**src/rtl/fetch_pkg.sv**
```systemverilog
// rtl/fetch_pkg.sv - shared constants and entry type for the instruction fetch queue
package fetch_pkg;

  localparam logic [31:0] NOP_INSTR = 32'h00000013;

  typedef struct packed {
    logic [31:0] instr;
    logic [31:0] pc;
  } fetch_entry_t;

endpackage

```
**src/rtl/fetch_fifo.sv**
```systemverilog
// rtl/fetch_fifo.sv - synchronous FIFO with flush, exposing occupancy and head entry
module fetch_fifo #(
  parameter int DEPTH = 2,
  parameter int W     = 64,
  localparam int CW   = $clog2(DEPTH + 1)
) (
  input  logic          CLK,
  input  logic          rst_n,
  input  logic          flush,
  input  logic          push,
  input  logic [W-1:0]  push_data,
  input  logic          pop,
  output logic [CW-1:0] count,
  output logic [W-1:0]  head_data
);

  // Pointer width never drops to zero so DEPTH=1 still has a legal index.
  localparam int PW = (DEPTH > 1) ? $clog2(DEPTH) : 1;

  logic [W-1:0]  mem [2**PW];
  logic [PW-1:0] rd_ptr;
  logic [PW-1:0] wr_ptr;

  function automatic logic [PW-1:0] next_ptr(input logic [PW-1:0] p);
    return (p == PW'(DEPTH - 1)) ? '0 : p + PW'(1);
  endfunction

  always_ff @(posedge CLK or negedge rst_n) begin
    if (!rst_n) begin
      rd_ptr <= '0;
      wr_ptr <= '0;
      count  <= '0;
    end else if (flush) begin
      rd_ptr <= '0;
      wr_ptr <= '0;
      count  <= '0;
    end else begin
      if (push) wr_ptr <= next_ptr(wr_ptr);
      if (pop)  rd_ptr <= next_ptr(rd_ptr);
      case ({push, pop})
        2'b10:   count <= count + CW'(1);
        2'b01:   count <= count - CW'(1);
        default: count <= count;
      endcase
    end
  end

  always_ff @(posedge CLK) begin
    if (push && !flush) mem[wr_ptr] <= push_data;
  end

  // Credit logic upstream must never let a push land on a full queue.
  always_ff @(posedge CLK) begin
    if (rst_n && push && !flush) assert (count != CW'(DEPTH));
  end

  assign head_data = mem[rd_ptr];

endmodule

```
**src/rtl/instr_fetch_queue.sv**
```systemverilog
// rtl/instr_fetch_queue.sv - fetch stage: issues imem reads, tags returns with byte PC, queues for decode
module instr_fetch_queue
  import fetch_pkg::*;
#(
  parameter int DEPTH   = 2,
  parameter int DATA_W  = 32,
  parameter int ADDR_W  = 32,
  parameter int IMEM_AW = 10
) (
  input  logic               CLK,
  input  logic               rst_n,
  input  logic [ADDR_W-1:0]  PC_Word,
  input  logic               Flush,
  output logic               En_PC,
  output logic               IMem_Rd_En,
  output logic [IMEM_AW-1:0] IMem_Addr,
  input  logic [DATA_W-1:0]  IMem_Data,
  output logic               Instr_Valid,
  output logic [DATA_W-1:0]  Instr_Out,
  output logic [ADDR_W-1:0]  Instr_PC,
  input  logic               Dec_Ready
);

  localparam int CW = $clog2(DEPTH + 1);
  localparam int EW = DATA_W + ADDR_W;

  logic              req_v;
  logic [ADDR_W-1:0] req_pc;
  logic              push;
  logic              pop;
  logic [CW-1:0]     count;
  logic [EW-1:0]     head;
  logic [CW:0]       occupancy;

  assign Instr_Valid = (count != '0);
  assign pop         = Instr_Valid && Dec_Ready && !Flush;
  assign push        = req_v && !Flush;

  // Entries held plus the read in flight, after this cycle's pop; issue only if it still fits.
  assign occupancy  = {1'b0, count} + {{CW{1'b0}}, req_v} - {{CW{1'b0}}, pop};
  assign En_PC      = Flush | (occupancy < (CW + 1)'(DEPTH));
  assign IMem_Rd_En = En_PC & rst_n;
  assign IMem_Addr  = PC_Word[IMEM_AW-1:0];

  // A read issued in the flush cycle still fetches the old path, so its tag is dropped.
  always_ff @(posedge CLK or negedge rst_n) begin
    if (!rst_n) begin
      req_v  <= 1'b0;
      req_pc <= '0;
    end else begin
      req_v <= IMem_Rd_En && !Flush;
      if (IMem_Rd_En) req_pc <= PC_Word;
    end
  end

  fetch_fifo #(
    .DEPTH(DEPTH),
    .W    (EW)
  ) u_fifo (
    .CLK      (CLK),
    .rst_n    (rst_n),
    .flush    (Flush),
    .push     (push),
    .push_data({IMem_Data, req_pc << 2}),
    .pop      (pop),
    .count    (count),
    .head_data(head)
  );

  assign Instr_Out = Instr_Valid ? head[EW-1:ADDR_W] : DATA_W'(NOP_INSTR);
  assign Instr_PC  = Instr_Valid ? head[ADDR_W-1:0] : '0;

endmodule

```
**config.mk**
```make
export PLATFORM = sky130hd
export DESIGN_NAME = instr_fetch_queue
export DESIGN_NICKNAME = d
export VERILOG_FILES = /design/src/rtl/fetch_pkg.sv /design/src/rtl/fetch_fifo.sv /design/src/rtl/instr_fetch_queue.sv
export SDC_FILE = /design/constraint.sdc
export NUM_CORES = 1
export LEC_CHECK = 0
export ABC_AREA = 0
export CORE_MARGIN = 4
export CORE_UTILIZATION = 37
export CTS_CLUSTER_DIAMETER = 80
export CTS_CLUSTER_SIZE = 24
export DETAILED_ROUTE_END_ITERATION = 8
export GPL_TIMING_DRIVEN = 0
export PLACE_DENSITY = 0.62
export RECOVER_POWER = 25
export SLEW_MARGIN = 20
export SYNTH_ARGS = -nofsm -noshare
export SYNTH_HDL_FRONTEND = slang
export SYNTH_SLANG_ARGS = --single-unit
```
**constraint.sdc**
```tcl
create_clock -name CLK -period 5.6 [get_ports CLK]
set_input_delay 1.12 -clock CLK [delete_from_list [all_inputs] [get_ports CLK]]
set_output_delay 1.12 -clock CLK [all_outputs]
set_load 0.03 [all_outputs]
```
# --- After elaboration in Yosys (flattened, before gate mapping) ---
# Memories as Yosys holds them, arrays and structs flattened.
# Index checks and enable logic that the tools add are counted.
word_totals:
  register_bits: 35
  latch_bits: 0
  mem_bits_rw: 124
  mem_bits_ro: 0
  out_inout_bits: 77
  word_cells: 39
  n_memories: 1
mem_list:
  columns: ["name", "depth", "word_bits", "rd", "rd_clocked_by_memory_dff", "wr", "line_no", "rtl"]
  rows:
  - ["u_fifo.mem", 2, 62, 1, 0, 1, "fetch_fifo.sv:20", "logic [W-1:0] mem [2**PW];"]
op_classes:
  add_sub_neg: 6
  mul: 0
  div_mod_pow: 0
  order_cmp: 1
  eq_ne: 2
  shifts: 0
  n_mux: 12
  n_bitwise: 2
  n_reduce_logical: 10
ops:
  columns: ["operator", "count"]
  rows:
  - ["2-to-1 mux 32 bit", 2]
  - ["2-to-1 mux 1 bit", 8]
  - ["nonzero test 2 bit", 3]
  - ["logical AND 1 bit", 5]
  - ["case mux 2 bit (2 select lines)", 1]
  - ["adder 2 x 1 -> 3 bit", 1]
  - ["< comparator 3 x 2 -> 1 bit (second input constant)", 1]
  - ["nonzero test 3 bit", 1]
  - ["subtractor 3 x 1 -> 3 bit", 1]
  - ["adder 1 bit (second input constant)", 2]
  - ["adder 2 x 1 -> 2 bit (second input constant)", 1]
  - ["== test 2 x 1 -> 1 bit (second input constant)", 1]
  - ["== test 2 bit (second input constant)", 1]
  - ["2-to-1 mux 2 bit", 1]
  - ["subtractor 2 x 1 -> 2 bit (second input constant)", 1]
  - ["AND 1 bit", 1]
  - ["zero test 1 bit", 1]
  - ["OR 1 bit", 1]

# --- Logic depth before layout (Yosys ltp) ---
logic_depth:
  word_depth: 8
  depth_mapped: 11
  ltp_nobuf: 8

# --- Modules after synthesis ---
# Synthesis repeated with hierarchy kept, for this count alone.
hier_totals:
  cells_unflattened: 521
  hier_area_um2: 8097.8
by_module_without_submodules:
  columns: ["module", "instances", "cells_per_inst", "area_each_um2", "seq_area_each_um2"]
  rows:
  - ["fetch_fifo", 1, 218, 5028.6, 3943.8]
  - ["instr_fetch_queue", 1, 303, 3069.2, 775.7]

# --- Worst setup path before layout ---
# No wires, ideal clock.
synth_path:
  path_type: "input-to-reg"
  start: "input port Flush"
  end: "memory u_fifo.mem[0][0] (netlist bit), enable pin"
  t_arrival_ps: 4004
  required_ps: 5118
  setup_slack_ps: 1114
  stages: 3
  path_buffers: 1
  path_cell_list: "buf_6 > nand2b_1 > nor2_1"
synth_between:
  elab_chain_cells: 5
synth_rtl:
  columns: ["item", "line_no", "rtl"]
  rows:
  - ["from (decl)", "instr_fetch_queue.sv:13", "input logic Flush,"]
  - ["zero test 1 bit (*)", "fetch_fifo.sv:49, instr_fetch_queue.sv:37", null]
  - ["logical AND 1 bit", "instr_fetch_queue.sv:37", "assign push = req_v && !Flush;"]
  - ["logical AND 1 bit (*)", "fetch_fifo.sv:49", "if (push && !flush) mem[wr_ptr] <= push_data;"]
  - ["2-to-1 mux 1 bit (*)", "fetch_fifo.sv:49", null]
  - ["2-to-1 mux 1 bit (not written as such) (*)", "fetch_fifo.sv:49", null]
  - ["to (decl)", "fetch_fifo.sv:20", null]
# Mark *: on every way between the ends. The rest lies on a longest branch, timed or not.

# --- Worst setup path in the final report ---
layout_path:
  start: "input port Flush"
  end: "output port IMem_Rd_En"
layout_between:
  elab_chain_cells: 6
layout_rtl:
  columns: ["item", "line_no", "rtl"]
  rows:
  - ["zero test 1 bit", "instr_fetch_queue.sv:36", "assign pop = Instr_Valid && Dec_Ready && !Flush;"]
  - ["logical AND 1 bit", "instr_fetch_queue.sv:36", null]
  - ["subtractor 3 x 1 -> 3 bit", "instr_fetch_queue.sv:40", "assign occupancy = {1'b0, count} + {{CW{1'b0}}, req_v} - {{CW{1'b0}}, pop};"]
  - ["< comparator 3 x 2 -> 1 bit", "instr_fetch_queue.sv:41", "assign En_PC = Flush | (occupancy < (CW + 1)'(DEPTH));"]
  - ["OR 1 bit (*)", "instr_fetch_queue.sv:41", null]
  - ["AND 1 bit (*)", "instr_fetch_queue.sv:42", "assign IMem_Rd_En = En_PC & rst_n;"]
  - ["to (decl)", "instr_fetch_queue.sv:15", "output logic IMem_Rd_En,"]
# Marked as above.

==> impl_metrics.py <==
metrics = {
    "power_and_ir_drop": {
        "p_total_mw": 2.91,
        "ir_worst_vdd_mv": 0.186,
        "cellLeakagePower_nw": 3.41,
        "power.density_nw_per_um2": 301,
    },
    "sta": {
        "rsz0062_at_grt": "false",
        "holdWs_ns": 0.544,
        "hold_violations": 0,
        "tightest_slew_ns": 1.45,
        "setup_viol": 0,
        "fin_crit_ns": 5.18,
        "fin_crit_sh": 0.924,
        "slew_viol_final": 0,
        "fmax_mhz": 193,
        "relSlewSlack": 0.0307,
        "skew_ns": 0.0109,
    },
    "global_route": {
        "grt_pass1_vias": 4963,
        "antenna_found_initial": 0,
        "grt_max_degree": 26,
        "gr-usage-all-layers": 0.157,
        "grt_overflow_total": 0,
        "grt_pass1_wl_mm": 26.9,
    },
    "worst_hold_path": {
        "hp-class": "flip-flop to flip-flop",
        "hold_start": "req_pc[16]$_DFFE_PN0P_",
    },
    "detailed_routing": {
        "drt_iter0_markers": 266,
        "routed_via_density": 5.03,
        "drcViolationCount": 0,
        "routed_wirelength_mm": 17.0,
        "antenna_left": 0,
        "routedWlPerCell_um": 17.8,
        "drtPass1Iterations": 4,
        "vias": 4794,
    },
    "synth": {
        "synth_mux_area_frac": 0.0857,
        "synth_top_family_by_area": "compound AO/OA/AOI/OAI gates",
        "ys_seq_elements": 159,
        "synth_xor_area_frac": 0.00622,
        "syn-mean-instance-area_um2": 14.0,
        "synth_cells": 516,
        "yosys.area_share.simple": 0.0976,
        "ys_types": 32,
        "synth-adder-area-share": 0.00449,
        "synth_compound_area_frac": 0.105,
        "syn-cell-area_um2": 7250,
        "ys_warn_count": 0,
        "ys_seq_area_frac": 0.635,
    },
    "setup_path": {
        "startpoint_type": "input pin",
        "worstSetupPathType": "input pin to primary output",
        "worst_ep_required_time_ns": 4.48,
        "rr_startpoint": "u_fifo.count[1]$_DFFE_PN0P_",
        "cp-end-kind": "primary output",
        "cp-startpoint": "Flush",
        "arrival_ns": 4.06,
        "path_max_fanout": 10,
    },
    "floorplanning": {
        "core-area_um2": 19000,
        "die_w_um": 148,
        "io_pins": 145,
        "die_area_um2": 21900,
        "start_util": 0.382,
        "fp.dieH_um": 148,
        "rows": 50,
    },
    "finish": {
        "multiInputGateArea_um2": 2190,
        "nNetsFinal": 751,
        "fillCellCount": 1681,
        "synthToLayoutAreaGrowth_pct": 33.2,
        "drive_above_1_share": 0.163,
        "antenna_cells": 0,
        "ff_latch_area_um2": 4600,
    },
    "clocking": {
        "clockBufferDepth": 2,
        "cts_setup_buffers": 0,
        "clockRootBuffer": "clkbuf_16",
        "cts_htree_levels": 4,
        "clk_pin_slew_worst_paths_ns": 0.06,
        "numClockSinks": 159,
        "cts_buffers": 17,
        "clk_latency_ns": 0.42,
        "hold_buffers": 0,
        "cts_tree": "built",
    },
    "placed_design": {
        "io_buffers": 140,
        "place_congestion": 0.746,
        "hpwl_mm": 11.8,
    },
    "outcome": {
        "run_status": "completed",
    },
    "flow_run": {
        "cap_violations": 0,
    },
}
==> report_power, final <==
group	internal (mW)	leakage, nW	total (mW)	switching (mW)
registers	1.35	1.54	1.41	0.0575
logic	0.193	1.60	0.413	0.220
clock network	0.648	0.273	1.08	0.436
==> cell families after synthesis <==
family / Yosys count
AOI/OAI and AO/OA: 67
adders and majority gates: 2
muxes: 62
other: 1
and+or+nand+nor: 137
xor gates and xnor gates: 3
buffers and inverters: 85
DFF: 159
==> cell type report <==
| type | count | share of cell area |
|---|---|---|
| clock buffer | 19 | 0.0449 |
| inverter | 33 | 0.0128 |
| clock inverter | 13 | 0.0126 |
| multi-input combinational | 273 | 0.227 |
| tap | 260 | 0.0337 |
| buffer | 52 | 0.0363 |
| timing repair buffer | 145 | 0.156 |
| sequential | 159 | 0.477 |
==> placed cells by master, fill, tap and decap left out, types with 2 or more instances in the layout <==
cell type | synthesis | routed
a221oi_2 | 30 | 30
and2b_1 | 13 | 13
buf_12 | 0 | 4
buf_2 | 19 | 19
buf_4 | 19 | 19
buf_6 | 8 | 8
bufinv_16 | 0 | 2
clkbuf_1 | 6 | 9
clkbuf_16 | 0 | 17
clkdlybuf4s50_1 | 0 | 135
clkinv_1 | 0 | 3
clkinv_2 | 0 | 5
conb_1 | 1 | 2
dfrtp_1 | 35 | 35
dlygate4sd3_1 | 0 | 2
dlymetal6s2s_1 | 0 | 2
edfxtp_1 | 124 | 124
inv_1 | 33 | 33
mux2i_1 | 62 | 62
nand2_1 | 3 | 3
nand2b_1 | 2 | 2
nand4_1 | 30 | 30
nor2_1 | 67 | 65
nor2_4 | 0 | 2
nor2b_1 | 18 | 18
o21ai_0 | 2 | 2
o311ai_1 | 30 | 30
==> sequential cells by signal, indices dropped and copies added, names as in the netlist <==
name	count
u_fifo.rd_ptr	1
req_v	1
req_pc	30
u_fifo.mem	124
u_fifo.count	2
u_fifo.wr_ptr	1
==> synth_stat cells <==
library cell	number	area, µm²
a21boi_0	1	7.51
a21o_1	1	7.51
a221oi_2	30	450
a31oi_1	1	6.26
and2_1	1	6.26
and2_4	1	8.76
and2b_1	13	97.6
and3b_1	1	8.76
and4b_1	1	10.0
buf_2	19	95.1
buf_4	19	143
buf_6	8	90.1
clkbuf_1	6	22.5
conb_1	1	3.75
dfrtp_1	35	876
edfxtp_1	124	3720
fa_1	1	20.0
ha_1	1	12.5
inv_1	33	124
mux2i_1	62	621
nand2_1	3	11.3
nand2b_1	2	12.5
nand4_1	30	188
nor2_1	67	251
nor2b_1	18	113
o21ai_0	2	10.0
o221a_2	1	11.3
o311ai_1	30	263
o31ai_1	1	7.51
xnor2_1	1	8.76
xnor2_4	1	27.5
xor2_1	1	8.76
==> metal layers <==
layer / GRT usage / vias up / wire (µm)
met1: 0.207 / 2346 / 7570
met3: 0.0395 / 18 / 981
met5: 0 / - / 0
met2: 0.256 / 165 / 8230
met4: 0.0540 / 0 / 218
li1: - / 2265 / -
==> timing repair <==
item	4_1_cts	5_1_grt
setup endpoints to repair	0	2
endpoints found under the hold margin	0	0
gates resized for setup	0	2
==> worst paths after layout <==
check,to,slack [ns],depth (start not counted)
min reg2reg,u_fifo.mem[0][16]$_DFFE_PP_,0.54,0
min,u_fifo.mem[0][16]$_DFFE_PP_,0.54,0
max reg2reg,req_pc[13]$_DFFE_PN0P_,2.69,10
min in group asynchronous,req_pc[8]$_DFFE_PN0P_,1.04,1
max in group asynchronous,req_pc[2]$_DFFE_PN0P_,3.71,1
max,IMem_Rd_En,0.42,11
==> stage by stage <==
step                utilization  cell area [µm²]  worst slack (ns)  instances  TNS [ns]
finish                    0.509             9650             0.424        954         0
global route              0.509             9650             0.206        954         0
CTS                       0.509             9650           0.00997        954         0
detailed placement        0.480             9090            0.0212        922         0
global placement          0.474             8980             -1.06        917   -130.65
floorplan                     -             7250              1.11        517         0
==> critical path: stages <==
cell and delay (ns):
clkdlybuf4s50_1 0.57, buf_6 0.18, buf_2 0.23, nor2_1 0.08, ha_1 0.26, nand2b_1 0.16, fa_1 0.47, xnor2_4 0.28
a21o_1 0.24, and2_1 0.18, dlymetal6s2s_1 0.30
Power figures use the tool's default switching activity.
